[src/rtl/image_blur_pkg.sv]
// Shared types and constants for the streaming 3x3 Gaussian blur.
package image_blur_pkg;

    typedef enum logic [1:0] {
        IDLE  = 2'd0,
        RUN   = 2'd1,
        FLUSH = 2'd2,
        DONE  = 2'd3
    } state_t;

    // 1-2-1 / 2-4-2 / 1-2-1 kernel weights
    localparam int K_CORNER = 1;
    localparam int K_EDGE   = 2;
    localparam int K_CENTRE = 4;

    // Round half up, then divide by the kernel total of 16
    localparam int ROUND_BIAS = 8;
    localparam int SHIFT      = 4;

    // The weighted sum of nine samples (weights total 16) needs four extra bits
    function automatic int sum_width(input int data_w);
        return data_w + 4;
    endfunction

endpackage

[src/rtl/image_blur_stream_line_buffer.sv]
// blur_line_buffer: one-row delay line. dout is the word written DEPTH writes ago.
// Contents are not cleared by reset; only the pointer is.
module blur_line_buffer #(
    parameter int DEPTH = 20,
    parameter int DW    = 24
) (
    input  logic          clk,
    input  logic          reset,
    input  logic          we,
    input  logic [DW-1:0] din,
    output logic [DW-1:0] dout
);

    localparam int PTR_W = (DEPTH > 1) ? $clog2(DEPTH) : 1;

    logic [DW-1:0]    mem [DEPTH];
    logic [PTR_W-1:0] ptr;

    // Circular pointer: reading and writing the same slot gives a DEPTH-deep delay
    always_ff @(posedge clk) begin
        if (reset) begin
            ptr <= '0;
        end else if (we) begin
            ptr <= (ptr == PTR_W'(DEPTH - 1)) ? '0 : ptr + 1'b1;
        end
    end

    // Storage write; old contents at ptr are read out before being replaced
    always_ff @(posedge clk) begin
        if (we) begin
            mem[ptr] <= din;
        end
    end

    assign dout = mem[ptr];

endmodule

[src/rtl/image_blur_stream.sv]
// image_blur_stream: streaming 3x3 Gaussian blur with edge replication.
// Optional macro IMAGE_BLUR_BYPASS_EN adds a per-frame bypass input that
// passes the window centre pixel through unfiltered with identical timing.
//
// Handshake: a pixel is taken on any cycle where in_valid && in_ready;
// in_ready is high only in RUN. out_valid has no back-pressure.
module image_blur_stream
    import image_blur_pkg::*;
#(
    parameter int WIDTH    = 20,
    parameter int HEIGHT   = 12,
    parameter int CHANNELS = 3,
    parameter int DATA_W   = 8
) (
    input  logic                         clk,
    input  logic                         reset,
    input  logic                         start,
`ifdef IMAGE_BLUR_BYPASS_EN
    input  logic                         bypass,
`endif
    input  logic                         in_valid,
    output logic                         in_ready,
    input  logic [CHANNELS*DATA_W-1:0]   image_in,
    output logic                         out_valid,
    output logic [CHANNELS*DATA_W-1:0]   image_out,
    output logic                         done,
    output logic                         busy,
    output logic [1:0]                   state_dbg
);

    localparam int PW         = CHANNELS * DATA_W;
    localparam int NPIX       = WIDTH * HEIGHT;
    localparam int LAST_SHIFT = NPIX + WIDTH;
    localparam int KW         = $clog2(LAST_SHIFT + 2);
    localparam int RW         = $clog2(HEIGHT);
    localparam int CW         = $clog2(WIDTH);
    localparam int SW         = sum_width(DATA_W);

    state_t state, state_nxt;
    logic   start_acc, accept, flushing, shift, emit;

    logic [KW-1:0] k_cnt;
    logic [RW-1:0] out_r;
    logic [CW-1:0] out_c;

    logic [PW-1:0] lb1_dout, lb2_dout;

    // Raw columns: index 0 is the newest (rightmost), index 2 the oldest
    logic [2:0][PW-1:0] raw_top, raw_mid, raw_bot;
    logic               pend_valid, pend_last;
    logic [RW-1:0]      pend_r;
    logic [CW-1:0]      pend_c;

    logic [2:0][1:0]          col_src;
    logic [2:0][2:0][PW-1:0]  clamp_win;
    logic [2:0][2:0][PW-1:0]  win;
    logic                     v1, last1;

    logic [PW-1:0] filt_pix;
    logic          use_bypass;

    assign accept   = in_valid && in_ready;
    assign flushing = (state == FLUSH) && (k_cnt <= KW'(LAST_SHIFT));
    assign shift    = accept || flushing;
    assign emit     = shift && (k_cnt >= KW'(WIDTH + 1));
    assign state_dbg = state;

    // State register
    always_ff @(posedge clk) begin
        if (reset) state <= IDLE;
        else       state <= state_nxt;
    end

    // Next-state, start acceptance and status outputs
    always_comb begin
        state_nxt = state;
        start_acc = 1'b0;
        in_ready  = 1'b0;
        busy      = 1'b0;
        case (state)
            IDLE: begin
                if (start) begin
                    state_nxt = RUN;
                    start_acc = 1'b1;
                end
            end
            RUN: begin
                in_ready = 1'b1;
                busy     = 1'b1;
                if (accept && (k_cnt == KW'(NPIX - 1))) state_nxt = FLUSH;
            end
            FLUSH: begin
                busy = 1'b1;
                if (v1 && last1) state_nxt = DONE;
            end
            DONE: begin
                if (start) begin
                    state_nxt = RUN;
                    start_acc = 1'b1;
                end else begin
                    state_nxt = IDLE;
                end
            end
            default: state_nxt = IDLE;
        endcase
    end

    // Shift counter and coordinates of the next output to be emitted
    always_ff @(posedge clk) begin
        if (reset || start_acc) begin
            k_cnt <= '0;
            out_r <= '0;
            out_c <= '0;
        end else if (shift) begin
            k_cnt <= k_cnt + 1'b1;
            if (emit) begin
                if (out_c == CW'(WIDTH - 1)) begin
                    out_c <= '0;
                    out_r <= out_r + 1'b1;
                end else begin
                    out_c <= out_c + 1'b1;
                end
            end
        end
    end

    blur_line_buffer #(.DEPTH(WIDTH), .DW(PW)) u_lb1 (
        .clk(clk), .reset(reset), .we(shift), .din(image_in), .dout(lb1_dout)
    );

    blur_line_buffer #(.DEPTH(WIDTH), .DW(PW)) u_lb2 (
        .clk(clk), .reset(reset), .we(shift), .din(lb1_dout), .dout(lb2_dout)
    );

    // Shift a new three-row column into the raw window and tag it with its output coordinate
    always_ff @(posedge clk) begin
        if (reset) begin
            pend_valid <= 1'b0;
        end else begin
            pend_valid <= emit;
        end
        if (shift) begin
            raw_top   <= {raw_top[1:0], lb2_dout};
            raw_mid   <= {raw_mid[1:0], lb1_dout};
            raw_bot   <= {raw_bot[1:0], image_in};
            pend_r    <= out_r;
            pend_c    <= out_c;
            pend_last <= (out_r == RW'(HEIGHT - 1)) && (out_c == CW'(WIDTH - 1));
        end
    end

    // Edge replication: out-of-frame neighbours take the centre row/column instead
    always_comb begin
        clamp_win  = '0;
        col_src[0] = (pend_c == '0) ? 2'd1 : 2'd2;
        col_src[1] = 2'd1;
        col_src[2] = (pend_c == CW'(WIDTH - 1)) ? 2'd1 : 2'd0;
        for (int cc = 0; cc < 3; cc++) begin
            clamp_win[1][cc] = raw_mid[col_src[cc]];
            clamp_win[0][cc] = (pend_r == '0) ? raw_mid[col_src[cc]] : raw_top[col_src[cc]];
            clamp_win[2][cc] = (pend_r == RW'(HEIGHT - 1)) ? raw_mid[col_src[cc]]
                                                           : raw_bot[col_src[cc]];
        end
    end

    // Stage 1: register the clamped 3x3 window
    always_ff @(posedge clk) begin
        if (reset) begin
            v1    <= 1'b0;
            last1 <= 1'b0;
        end else begin
            v1    <= pend_valid;
            last1 <= pend_valid && pend_last;
        end
        win <= clamp_win;
    end

    for (genvar ch = 0; ch < CHANNELS; ch++) begin : g_ch
        logic [SW-1:0] sum;

        // Weighted 9-tap sum for one channel
        always_comb begin
            sum = SW'(K_CORNER) * SW'(win[0][0][ch*DATA_W +: DATA_W])
                + SW'(K_EDGE)   * SW'(win[0][1][ch*DATA_W +: DATA_W])
                + SW'(K_CORNER) * SW'(win[0][2][ch*DATA_W +: DATA_W])
                + SW'(K_EDGE)   * SW'(win[1][0][ch*DATA_W +: DATA_W])
                + SW'(K_CENTRE) * SW'(win[1][1][ch*DATA_W +: DATA_W])
                + SW'(K_EDGE)   * SW'(win[1][2][ch*DATA_W +: DATA_W])
                + SW'(K_CORNER) * SW'(win[2][0][ch*DATA_W +: DATA_W])
                + SW'(K_EDGE)   * SW'(win[2][1][ch*DATA_W +: DATA_W])
                + SW'(K_CORNER) * SW'(win[2][2][ch*DATA_W +: DATA_W]);
        end

        assign filt_pix[ch*DATA_W +: DATA_W] = DATA_W'((sum + SW'(ROUND_BIAS)) >> SHIFT);
    end

`ifdef IMAGE_BLUR_BYPASS_EN
    logic bypass_q;

    // Bypass mode is captured with start and held for the whole frame
    always_ff @(posedge clk) begin
        if (reset)          bypass_q <= 1'b0;
        else if (start_acc) bypass_q <= bypass;
    end

    assign use_bypass = bypass_q;
`else
    assign use_bypass = 1'b0;
`endif

    // Stage 2: register the rounded result and the end-of-frame pulse
    always_ff @(posedge clk) begin
        if (reset) begin
            out_valid <= 1'b0;
            done      <= 1'b0;
            image_out <= '0;
        end else begin
            out_valid <= v1;
            done      <= v1 && last1;
            if (v1) image_out <= use_bypass ? win[1][1] : filt_pix;
        end
    end

endmodule

[config.mk]
export PLATFORM = sky130hd
export DESIGN_NAME = image_blur_stream
export DESIGN_NICKNAME = d
export VERILOG_FILES = /design/src/rtl/image_blur_pkg.sv /design/src/rtl/image_blur_stream_line_buffer.sv /design/src/rtl/image_blur_stream.sv
export SDC_FILE = /design/constraint.sdc
export NUM_CORES = 2
export LEC_CHECK = 0
export CORE_ASPECT_RATIO = 0.7
export CORE_MARGIN = 1.5
export CORE_UTILIZATION = 50
export CTS_CLUSTER_DIAMETER = 40
export DETAILED_ROUTE_END_ITERATION = 8
export PLACE_DENSITY = 0.68
export SLEW_MARGIN = 20
export SYNTH_ARGS = -nofsm -noshare
export SYNTH_HDL_FRONTEND = slang
export SYNTH_SLANG_ARGS = --single-unit
[constraint.sdc]
create_clock -name clk -period 15 [get_ports clk]
set_clock_uncertainty 0.15 [all_clocks]
set_input_delay 2.25 -clock clk [delete_from_list [all_inputs] [get_ports clk]]
set_output_delay 2.25 -clock clk [all_outputs]
set_load 0.03 [all_outputs]
==> impl_metrics.csv <==
group,metric,value,unit
outcome,status,"finished, final reports clean",
timing,fin_crit_sh,0.323,
clock_tree,clkTransAtPathRegs,0.06,ns
timing,finalSetupViolCount,0,
detailed_routing,ant_nets,0,
synth,yosys_most_used_dff,"edfxtp_1",
timing,setup-tns-final,0,ns
place,gp_congestion,0.805,
worst_setup_path,reg2reg_slack,10.51,ns
global_routing,grt_use_total,0.221,
clock_tree,cts_tree,"built",
clock_tree,cts.root.buffer_cell,"clkbuf_16",
clock_tree,cts.sink_count,1466,
die,rows,105,
timing,period_minus_slack,4.85,ns
min_path,whs_path_depth,1,
detailed_routing,vias,29500,
clock_tree,hold_buffers,0,
detailed_routing,drt-vias-per-instance,5.77,
clock_tree,clkLatencyLatePin,0.78,ns
global_routing,grt_pass1_wl,195,mm
timing,fmax,206,MHz
worst_setup_path,startpoint_type,"input pin",
synth,synth.top_cell.area_share,0.600,
cells_and_area,nets,3692,
worst_setup_path,cp_data_arrival_time,5.10,ns
global_routing,grt_pass1_vias,29200,
worst_setup_path,path_max_fanout,68,
die,boundaryPins,58,
die,die_x,415,um
synth,synth_area_leaders,"edfxtp_1 (60%), mux4_2 (10%), dfxtp_1 (9.4%)",
synth,yosys.area.top_type,"edfxtp_1",
synth,syn_inst,3303,
clock_tree,cts_buffers,149,
timing,relSlewSlack,0.248,
detailed_routing,drtIter0Drc,3356,
place,hpwl,82.3,mm
synth,seq_area_frac_synth,0.694,
detailed_routing,wl,132,mm
detailed_routing,avgRoutedWirePerCell,25.8,um
cells_and_area,final_layout_size_suffix_gt1_frac,0.215,
worst_setup_path,critPathKind,"input pin to flop",
timing,hold_viol_final,0,
worst_setup_path,rr_endpoint,"image_out[23]",
clock_tree,cts_buffer_depth,3,
detailed_routing,post-route-drc-count,0,
min_path,min-delay-start,"pend_last",
synth,synth_warnings,0,
synth,synth_nets,3564,
synth,post_synth_num_cell_types,63,
timing,rsz0062_at_grt,"no",
detailed_routing,drtPass1Iterations,5,
die,initial_utilization,0.506,
min_path,worstHoldPathType,"flop to flop",
place,portBuffers,57,
worst_setup_path,cp-end-kind,"flop",
worst_setup_path,cp-startpoint,"in_valid",
clock_tree,ctsResizeCount,0,
clock_tree,post_cts_buffers,0,
global_routing,gr-total-overflow,0,
synth,synthMostInstantiatedCell,"edfxtp_1",
clock_tree,htreeDepth,4,
synth,synthArstFlopShare,0,
synth,synth_edf_count,1186,
synth,synth.avg_cell_area,18.0,um2
timing,finalMaxSlewViolations,0,
timing,tightest_slew,1.12,ns
die,dieHeight,291,um
global_routing,antenna_found_initial,10,
worst_setup_path,cp.required,15.25,ns
synth,ys_seq_elements,1466,
job,maxCapViolations,0,
synth,syn_area,59400,um2
die,coreArea,117000,um2
cells_and_area,syn_to_final_growth,12.6,%
min_path,min_delay_worst_endpoint,"last1",
worst_setup_path,r2r_start,"win[164]",
synth,synth_common_cells,"edfxtp_1 (1186), inv_1 (303), dfxtp_1 (280), mux4_2 (265), fa_1 (159)",
die,die-area,121000,um2
worst_setup_path,r2r_cells,12,
global_routing,grt_max_degree,91,
[cell families (layout without fill, tap and decap cells)]
| logic type | Yosys count | count (layout) | synth area share |
|---|---|---|---|
| xor+xnor | 11 | 11 | 0.00162 |
| flops | 1466 | 1466 | 0.694 |
| buf+inv | 450 | 701 | 0.0294 |
| simple gates | 346 | 346 | 0.0282 |
| mux | 533 | 533 | 0.149 |
| compound gates | 264 | 264 | 0.0286 |
| other cells | 0 | 3 | 0 |
| fa+ha+maj | 233 | 233 | 0.0692 |
[sequential cells by signal, summed over array words and instances (netlist names), 2 cells and up, named ones only]
register   flops
clamp_win     24
image_out     24
k_cnt          9
out_c          5
out_r          4
pend_c         5
pend_r         4
raw_bot       72
raw_mid       48
raw_top       72
state_dbg      2
u_lb1.mem    480
u_lb1.ptr      5
u_lb2.mem    480
u_lb2.ptr      5
win          216
[worst max path at each step]
stage	to	slack, ns
finish	raw_top[51]	10.15
global route	raw_top[51]	9.94
CTS	raw_mid[51]	10.17
detailed placement	raw_mid[51]	9.35
global placement	raw_bot[27]	9.38
floorplan	u_lb2.mem[3][0]	7.62
[per-layer routing]
| layer | wire length [um] | GRT usage | vias to the layer above | part of all wire |
|---|---|---|---|---|
| met5 | 13 | 0 | - | 0.000098 |
| met4 | 2700 | 0.0648 | 2 | 0.020 |
| met3 | 13400 | 0.0641 | 171 | 0.10 |
| met2 | 54500 | 0.293 | 1246 | 0.41 |
| met1 | 61400 | 0.350 | 15200 | 0.47 |
| li1 | - | - | 12800 | - |
[stage by stage]
stage	hold slack, ns	utilization	instances	setup slack (ns)	area [um2]
after global routing	0.302	0.569	5105	9.94	66900
after CTS	0.288	0.570	5105	10.17	66900
after detailed placement	0.274	0.527	4831	9.35	61900
after global placement	0.277	0.527	4831	9.38	61900
final	0.288	0.569	5108	10.15	66900
after floorplan	0.261	-	3303	7.62	59400
[cell type report]
cell class              count  area, um2
diodes                      3       7.51
clock buffers             184       3910
clock inverters            90       1090
fillers                  8818      50600
inverters                 304       1150
multi-input cells        1387      16500
flip-flops and latches   1466      41200
well taps                1551       1940
repair buffers            123       1030
[cell usage in the layout, fill, tap and decap left out, types with 85 or more instances in the layout]
cell type	instances
edfxtp_1	1186
inv_1	303
dfxtp_1	273
mux4_2	265
fa_1	159
clkbuf_16	151
mux2_2	144
mux2i_1	124
a21oi_1	89
nand2_1	85
[critical path, stage by stage]
cell,delay [ns]
clkdlybuf4s50_1,0.50
a22oi_2,0.08
buf_4,0.28
inv_8,0.43
buf_4,0.76
buf_4,0.69
Power is not shown: default switching activity piles up to over one toggle a cycle in this logic, so the estimate is an artifact.
